===== config.mk =====
export PLATFORM = sky130hd
export DESIGN_NAME = uart_fw_cmd_decoder_flat
export DESIGN_NICKNAME = d
export VERILOG_FILES = /design/src/rtl/uart_fw_pkg.sv /design/src/rtl/uart_fw_cmd_decoder_if.sv /design/src/rtl/uart_fw_byte_shifter.sv /design/src/rtl/uart_fw_cmd_decoder.sv /design/src/flat_wrapper.sv
export SDC_FILE = /design/constraint.sdc
export NUM_CORES = 1
export LEC_CHECK = 0
export CORE_MARGIN = 4
export CORE_UTILIZATION = 55
export CTS_CLUSTER_SIZE = 10
export DETAILED_ROUTE_END_ITERATION = 10
export GPL_TIMING_DRIVEN = 0
export HOLD_SLACK_MARGIN = 0.12
export PLACE_DENSITY_LB_ADDON = 0.25
export SLEW_MARGIN = 20
export SYNTH_ARGS = -nofsm -noshare
export SYNTH_HDL_FRONTEND = slang
export SYNTH_HIERARCHICAL = 1
export SYNTH_SLANG_ARGS = --single-unit
export TNS_END_PERCENT = 10

===== constraint.sdc =====
create_clock -name HCLK -period 4.21 [get_ports HCLK]
set_clock_uncertainty 0.1 [all_clocks]
set_input_delay 0.6315 -clock HCLK [delete_from_list [all_inputs] [get_ports HCLK]]
set_output_delay 0.6315 -clock HCLK [all_outputs]
set_load 0.02 [all_outputs]

===== src/rtl/uart_fw_pkg.sv =====
// ----------------------------------------------------------------------------
// uart_fw_pkg
// Shared definitions for the UART flash-programming command path:
//   - host frame opcodes (write / read)
//   - command decoder state encoding
//   - flash-writer register bank offsets
// ----------------------------------------------------------------------------
package uart_fw_pkg;

    // Host frame opcodes
    localparam logic [7:0] OPC_WR = 8'hA3;
    localparam logic [7:0] OPC_RD = 8'hA5;

    // Command decoder states
    typedef enum logic [2:0] {
        ST_IDLE,
        ST_ADDR,
        ST_DATA,
        ST_WRITE,
        ST_READ,
        ST_CAPT,
        ST_RESP
    } state_t;

    // Flash-writer register bank offsets
    localparam logic [31:0] REG_WE  = 32'h0000_0000;
    localparam logic [31:0] REG_SS  = 32'h0000_0004;
    localparam logic [31:0] REG_SCK = 32'h0000_0008;
    localparam logic [31:0] REG_OE  = 32'h0000_000C;
    localparam logic [31:0] REG_SO  = 32'h0000_0010;
    localparam logic [31:0] REG_SI  = 32'h0000_0014;
    localparam logic [31:0] REG_ID  = 32'h0000_0018;

endpackage


===== src/rtl/uart_fw_cmd_decoder_if.sv =====
// ----------------------------------------------------------------------------
// uart_fw_cmd_decoder_if
// Groups the UART byte streams and the register-bank bus seen by the command
// decoder.
//   rx_data/rx_valid       : received byte strobe (no backpressure)
//   tx_data/tx_valid/ready : byte to transmit, valid/ready handshake
//   bus_addr/wdata/we/re   : register write/read request
//   bus_rdata              : read data, valid the cycle after bus_re
// Modports:
//   master : the decoder (consumes rx, drives tx and bus requests)
//   slave  : the surrounding UART + register bank
// ----------------------------------------------------------------------------
interface uart_fw_cmd_decoder_if;

    logic [7:0]  rx_data;
    logic        rx_valid;
    logic [7:0]  tx_data;
    logic        tx_valid;
    logic        tx_ready;
    logic [31:0] bus_addr;
    logic [31:0] bus_wdata;
    logic        bus_we;
    logic        bus_re;
    logic [31:0] bus_rdata;

    modport master (
        input  rx_data, rx_valid, tx_ready, bus_rdata,
        output tx_data, tx_valid, bus_addr, bus_wdata, bus_we, bus_re
    );

    modport slave (
        output rx_data, rx_valid, tx_ready, bus_rdata,
        input  tx_data, tx_valid, bus_addr, bus_wdata, bus_we, bus_re
    );

endinterface


===== src/rtl/uart_fw_byte_shifter.sv =====
// ----------------------------------------------------------------------------
// uart_fw_byte_shifter
// 4-byte LSB-first shift register with a 2-bit byte counter.
// Shifting moves a new byte into the top and drops the bottom byte, so after
// four shifts the first byte sits in word[7:0]; word[7:0] is also the next
// byte to send when used as a transmit serializer.
// Ports:
//   HCLK, HRESETn : clock, asynchronous active-low reset
//   clr           : clear byte counter
//   shift         : shift shift_in into the top byte, advance counter
//   load          : parallel load of load_word, clears counter (wins over shift)
//   shift_in      : byte entering at word[31:24]
//   load_word     : parallel load value
//   word          : current contents
//   cnt           : bytes shifted since last clear/load (wraps after 3)
// ----------------------------------------------------------------------------
module uart_fw_byte_shifter (
    input  logic        HCLK,
    input  logic        HRESETn,
    input  logic        clr,
    input  logic        shift,
    input  logic        load,
    input  logic [7:0]  shift_in,
    input  logic [31:0] load_word,
    output logic [31:0] word,
    output logic [1:0]  cnt
);

    always_ff @(posedge HCLK or negedge HRESETn) begin
        if (!HRESETn) begin
            word <= '0;
            cnt  <= '0;
        end else begin
            if (load)
                word <= load_word;
            else if (shift)
                word <= {shift_in, word[31:8]};

            if (clr || load)
                cnt <= '0;
            else if (shift)
                cnt <= cnt + 2'd1;
        end
    end

endmodule


===== src/rtl/uart_fw_cmd_decoder.sv =====
// ----------------------------------------------------------------------------
// uart_fw_cmd_decoder
// Assembles host frames from UART bytes and issues single-word register
// writes/reads to the flash-writer register bank. Read results are returned
// to the UART transmitter least significant byte first.
//   Write frame: OP_WR a0 a1 a2 a3 d0 d1 d2 d3
//   Read  frame: OP_RD a0 a1 a2 a3  -> response r0 r1 r2 r3
// Ports:
//   HCLK, HRESETn : clock, asynchronous active-low reset
//   host          : rx/tx byte streams and register bus (master modport)
//   frame_err     : one-cycle pulse on a protocol error (bad opcode, byte
//                   dropped while busy, inter-byte timeout)
//   busy          : high whenever a frame is in progress
// Build option:
//   UART_FW_TIMEOUT_EN : abort a partial frame after TIMEOUT_CYCLES idle
//                        cycles between address/data bytes
// ----------------------------------------------------------------------------
module uart_fw_cmd_decoder
    import uart_fw_pkg::*;
#(
    parameter int unsigned TIMEOUT_CYCLES = 20000,
    parameter logic [7:0]  OP_WR          = OPC_WR,
    parameter logic [7:0]  OP_RD          = OPC_RD
) (
    input  logic                  HCLK,
    input  logic                  HRESETn,
    uart_fw_cmd_decoder_if.master host,
    output logic                  frame_err,
    output logic                  busy
);

    state_t      state, state_n;
    logic        op_rd;
    logic [31:0] bus_addr_q, bus_wdata_q;

    logic        rx_shift, tx_shift, tx_load, seq_clr;
    logic        op_ld, addr_ld, wdata_ld;
    logic        tx_valid, bus_we, bus_re;
    logic        timeout;
    logic [31:0] rx_word, tx_word;
    logic [1:0]  rx_cnt, tx_cnt;

    // Only the upper bytes of the rx word and the low byte of the tx word
    // are consumed here.
    logic [7:0]  rx_lsb_unused;
    logic [23:0] tx_msb_unused;
    assign rx_lsb_unused = rx_word[7:0];
    assign tx_msb_unused = tx_word[31:8];

    uart_fw_byte_shifter u_rx_shift (
        .HCLK      (HCLK),
        .HRESETn   (HRESETn),
        .clr       (seq_clr),
        .shift     (rx_shift),
        .load      (1'b0),
        .shift_in  (host.rx_data),
        .load_word ('0),
        .word      (rx_word),
        .cnt       (rx_cnt)
    );

    uart_fw_byte_shifter u_tx_shift (
        .HCLK      (HCLK),
        .HRESETn   (HRESETn),
        .clr       (seq_clr),
        .shift     (tx_shift),
        .load      (tx_load),
        .shift_in  (8'h00),
        .load_word (host.bus_rdata),
        .word      (tx_word),
        .cnt       (tx_cnt)
    );

`ifdef UART_FW_TIMEOUT_EN
    logic        in_frame;
    logic [31:0] gap_cnt;

    assign in_frame = (state == ST_ADDR) || (state == ST_DATA);

    always_ff @(posedge HCLK or negedge HRESETn) begin
        if (!HRESETn)
            gap_cnt <= '0;
        else if (host.rx_valid || !in_frame)
            gap_cnt <= '0;
        else
            gap_cnt <= gap_cnt + 32'd1;
    end

    // A byte arriving on the expiry cycle still counts as in time.
    assign timeout = in_frame && !host.rx_valid && (gap_cnt == TIMEOUT_CYCLES - 1);
`else
    // No gap timer: a partial frame waits indefinitely.
    assign timeout = (TIMEOUT_CYCLES == 0) && 1'b0;
`endif

    always_ff @(posedge HCLK or negedge HRESETn) begin
        if (!HRESETn) begin
            state       <= ST_IDLE;
            op_rd       <= 1'b0;
            bus_addr_q  <= '0;
            bus_wdata_q <= '0;
        end else begin
            state <= state_n;
            if (op_ld)
                op_rd <= (host.rx_data == OP_RD);
            // The final byte is still on rx_data, so merge it directly
            // rather than waiting a cycle for the shifter.
            if (addr_ld)
                bus_addr_q <= {host.rx_data, rx_word[31:8]};
            if (wdata_ld)
                bus_wdata_q <= {host.rx_data, rx_word[31:8]};
        end
    end

    always_comb begin
        state_n   = state;
        frame_err = 1'b0;
        rx_shift  = 1'b0;
        tx_shift  = 1'b0;
        tx_load   = 1'b0;
        op_ld     = 1'b0;
        addr_ld   = 1'b0;
        wdata_ld  = 1'b0;
        tx_valid  = 1'b0;
        bus_we    = 1'b0;
        bus_re    = 1'b0;

        case (state)
            ST_IDLE: begin
                if (host.rx_valid) begin
                    if (host.rx_data == OP_WR || host.rx_data == OP_RD) begin
                        op_ld   = 1'b1;
                        state_n = ST_ADDR;
                    end else begin
                        frame_err = 1'b1;
                    end
                end
            end
            ST_ADDR: begin
                if (timeout) begin
                    frame_err = 1'b1;
                    state_n   = ST_IDLE;
                end else if (host.rx_valid) begin
                    rx_shift = 1'b1;
                    if (rx_cnt == 2'd3) begin
                        addr_ld = 1'b1;
                        state_n = op_rd ? ST_READ : ST_DATA;
                    end
                end
            end
            ST_DATA: begin
                if (timeout) begin
                    frame_err = 1'b1;
                    state_n   = ST_IDLE;
                end else if (host.rx_valid) begin
                    rx_shift = 1'b1;
                    if (rx_cnt == 2'd3) begin
                        wdata_ld = 1'b1;
                        state_n  = ST_WRITE;
                    end
                end
            end
            ST_WRITE: begin
                bus_we    = 1'b1;
                frame_err = host.rx_valid;
                state_n   = ST_IDLE;
            end
            ST_READ: begin
                bus_re    = 1'b1;
                frame_err = host.rx_valid;
                state_n   = ST_CAPT;
            end
            ST_CAPT: begin
                tx_load   = 1'b1;
                frame_err = host.rx_valid;
                state_n   = ST_RESP;
            end
            ST_RESP: begin
                tx_valid  = 1'b1;
                frame_err = host.rx_valid;
                if (host.tx_ready) begin
                    tx_shift = 1'b1;
                    if (tx_cnt == 2'd3)
                        state_n = ST_IDLE;
                end
            end
            default: state_n = ST_IDLE;
        endcase
    end

    // Byte counters restart on every state change.
    assign seq_clr = (state_n != state);

    assign host.tx_data   = tx_word[7:0];
    assign host.tx_valid  = tx_valid;
    assign host.bus_addr  = bus_addr_q;
    assign host.bus_wdata = bus_wdata_q;
    assign host.bus_we    = bus_we;
    assign host.bus_re    = bus_re;
    assign busy           = (state != ST_IDLE);

endmodule

===== src/flat_wrapper.sv =====
// flat-port wrapper written by rule: the top's interface ports become plain ports
module uart_fw_cmd_decoder_flat import uart_fw_pkg::*;
#(
    parameter int unsigned TIMEOUT_CYCLES = 20000,
    parameter logic [7:0]  OP_WR          = OPC_WR,
    parameter logic [7:0]  OP_RD          = OPC_RD
)
  (HCLK, HRESETn, frame_err, busy, host_rx_data, host_rx_valid, host_tx_ready, host_bus_rdata, host_tx_data, host_tx_valid, host_bus_addr, host_bus_wdata, host_bus_we, host_bus_re);
  uart_fw_cmd_decoder_if host_i ();
  input  logic HCLK;
  input  logic HRESETn;
  output logic frame_err;
  output logic busy;
  input wire logic [$bits(host_i.rx_data)-1:0] host_rx_data;
  input wire logic [$bits(host_i.rx_valid)-1:0] host_rx_valid;
  input wire logic [$bits(host_i.tx_ready)-1:0] host_tx_ready;
  input wire logic [$bits(host_i.bus_rdata)-1:0] host_bus_rdata;
  output wire logic [$bits(host_i.tx_data)-1:0] host_tx_data;
  output wire logic [$bits(host_i.tx_valid)-1:0] host_tx_valid;
  output wire logic [$bits(host_i.bus_addr)-1:0] host_bus_addr;
  output wire logic [$bits(host_i.bus_wdata)-1:0] host_bus_wdata;
  output wire logic [$bits(host_i.bus_we)-1:0] host_bus_we;
  output wire logic [$bits(host_i.bus_re)-1:0] host_bus_re;
  assign host_i.rx_data = host_rx_data;
  assign host_i.rx_valid = host_rx_valid;
  assign host_i.tx_ready = host_tx_ready;
  assign host_i.bus_rdata = host_bus_rdata;
  assign host_tx_data = host_i.tx_data;
  assign host_tx_valid = host_i.tx_valid;
  assign host_bus_addr = host_i.bus_addr;
  assign host_bus_wdata = host_i.bus_wdata;
  assign host_bus_we = host_i.bus_we;
  assign host_bus_re = host_i.bus_re;
  uart_fw_cmd_decoder #(.TIMEOUT_CYCLES(TIMEOUT_CYCLES), .OP_WR(OP_WR), .OP_RD(OP_RD)) u_core (.HCLK(HCLK), .HRESETn(HRESETn), .host(host_i), .frame_err(frame_err), .busy(busy));
endmodule

==> flow_metrics.tcl <==
set metrics [dict create \
    num_vias 4164 \
    ys_warn_count 6 \
    initial_core_util_pct 57.2 \
    gp_congestion 0.801 \
    drive_above_1_share_pct 19.8 \
    clock_sinks 128 \
    overflow 0 \
    hold_ws_ns 0.389 \
    cts_setup_buffers 0 \
    path_max_fanout 5 \
    viasPerCell 5.41 \
    antenna_found_initial 0 \
    worst_slew_pin_slew_ns 0.580 \
    busiest_layer "met2" \
    antenna_left 0 \
    cts-htree-levels 4 \
    syn_avg_cell_area_um2 12.7 \
    dr.pass1.iters 4 \
    hpwl_um 9660 \
    grt_max_degree 67 \
    multi_input_comb_area_um2 2310 \
    worst-setup-path-type "in -> out" \
    setup_tns_ns 0 \
    syn_area_um2 5670 \
    critPathCaptureType "output pin" \
    hp-class "reg -> reg" \
    fin_util_pct 78.6 \
    clk_latency_ns 0.50 \
    drc 0 \
    cts_buffers 17 \
    numPortBuffers 120 \
    diodes 0 \
    mostFrequentLayoutCells "dfrtp_1, clkdlybuf4s50_1, nand2_1" \
    die-area_um2 12000 \
    max_cap_viol_count 0 \
    powerDensity_nw_per_um2 498 \
    track_usage_pct 25.1 \
    crit_path_top_delay_cell "clkdlybuf4s50_1" \
    finalCriticalPeriod_ns 3.21 \
    wirelength_um 14000 \
    layout_commonest_cell "dfrtp_1" \
    layout.cells.non_filler 769 \
    cp.required_ns 3.48 \
    register_area_um2 3200 \
    cts_buffer_depth 2 \
    grt_pass1_vias 4444 \
    slew_headroom_pct 61.3 \
    final_hold_viol_count 0 \
    vdd_drop_max_mv 0.303 \
    max_stage_delay_ns 0.64 \
    path_cells "clkdlybuf4s50_1, xnor2_1, o21ai_0, a21boi_0, clkdlybuf4s50_1" \
    clk_pin_slew_ns 0.06 \
    slew_violations 0 \
    rows 36 \
    io_pins 121 \
    drtIter0Drc 203 \
    crit_top_cell "clkdlybuf4s50_1" \
    netlist_instances 448 \
    fill_cells 616 \
    status "complete, no violations" \
    fin_nets 667 \
    use_met2_pct 41.9 \
    critical-path-top-delay-family "buffers and inverters" \
    post_cts_resized 0 \
    gr-usage-met3_pct 7.46 \
    hold_buffers 1 \
    setup_viol 0 \
    area_growth_pct 37.4 \
    core_um2 9910 \
    arrival_ns 2.48 \
    die_w_um 110 \
    cts_tree "built" \
    avgRoutedWirePerCell_um 18.2 \
    gr-usage-met1_pct 32.1 \
    rsz0062_at_grt "no" \
    die_h_um 110 \
    fmax_mhz 312 \
    crit_buf_inv 2 \
    grt_pass1_wl_um 22900 \
    root_buffer "clkbuf_8" \
    leakagePower_nw 3.57 \
    startpoint_type "primary input" \
    fin_crit_sh_pct 76.2 \
    dp_cells 736 \
]
[metrics by stage]
| step | instance area (um2) | power [mW] | worst slack, ns |
|---|---|---|---|
| 3_3_place_gp | 7170 | 2.41 | -2.38 |
| 3_5_place_dp | 7190 | 2.45 | 1.04 |
| 6_report | 7790 | 3.88 | 1.00 |
| 4_1_cts | 7790 | 3.90 | 1.02 |
| 5_1_grt | 7790 | 4.04 | 0.868 |
| 2_1_floorplan | 5800 | 2.01 | 1.97 |
[where the power goes]
group,total [mW],internal (mW),switching (mW)
Combinational,0.913,0.476,0.437
Sequential,1.53,1.40,0.125
Clock,1.44,0.930,0.509
Total,3.88,2.81,1.07
[metal layers]
metal  vias up  share of wire [%]
met5         -                  0
met4         0                1.2
met3        16                6.5
met2       136                 51
met1      2116                 42
li1       1896                  -
[state kept, by name (all words and copies together), names as in the netlist]
signal / flops
u_core/u_rx_shift/word: 24
u_core/state: 3
u_core/u_tx_shift/cnt: 2
u_core/op_rd: 1
u_core/u_tx_shift/word: 32
u_core/u_rx_shift/cnt: 2
u_core/host.bus_wdata: 32
u_core/host.bus_addr: 32
[cell type report]
cell class | instances | share of cell area (%)
Buffer | 30 | 3.52
Clock buffer | 22 | 5.81
Clock inverter | 10 | 1.72
Inverter | 2 | 0.0964
Multi-Input combinational cell | 322 | 29.7
Sequential cell | 128 | 41.1
Tap cell | 133 | 2.14
Timing Repair Buffer | 122 | 15.9
[path summary, 6_finish.rpt]
kind | startpoint | end | slack, ns | cells after the start
max in group asynchronous | HRESETn | u_core/host.bus_wdata[16] | 2.73 | 3
hold / removal | u_core/host.bus_addr[6] | u_core/host.bus_addr[6] | 0.39 | 1
hold reg to reg | u_core/host.bus_addr[6] | u_core/host.bus_addr[6] | 0.39 | 1
setup / recovery | host_rx_data[1] | frame_err | 1.00 | 5
min in group asynchronous | HRESETn | u_core/host.bus_wdata[8] | 0.58 | 2
setup reg to reg | u_core/state[0] | u_core/u_tx_shift/word[28] | 2.19 | 8
Power figures use the tool's default switching activity.
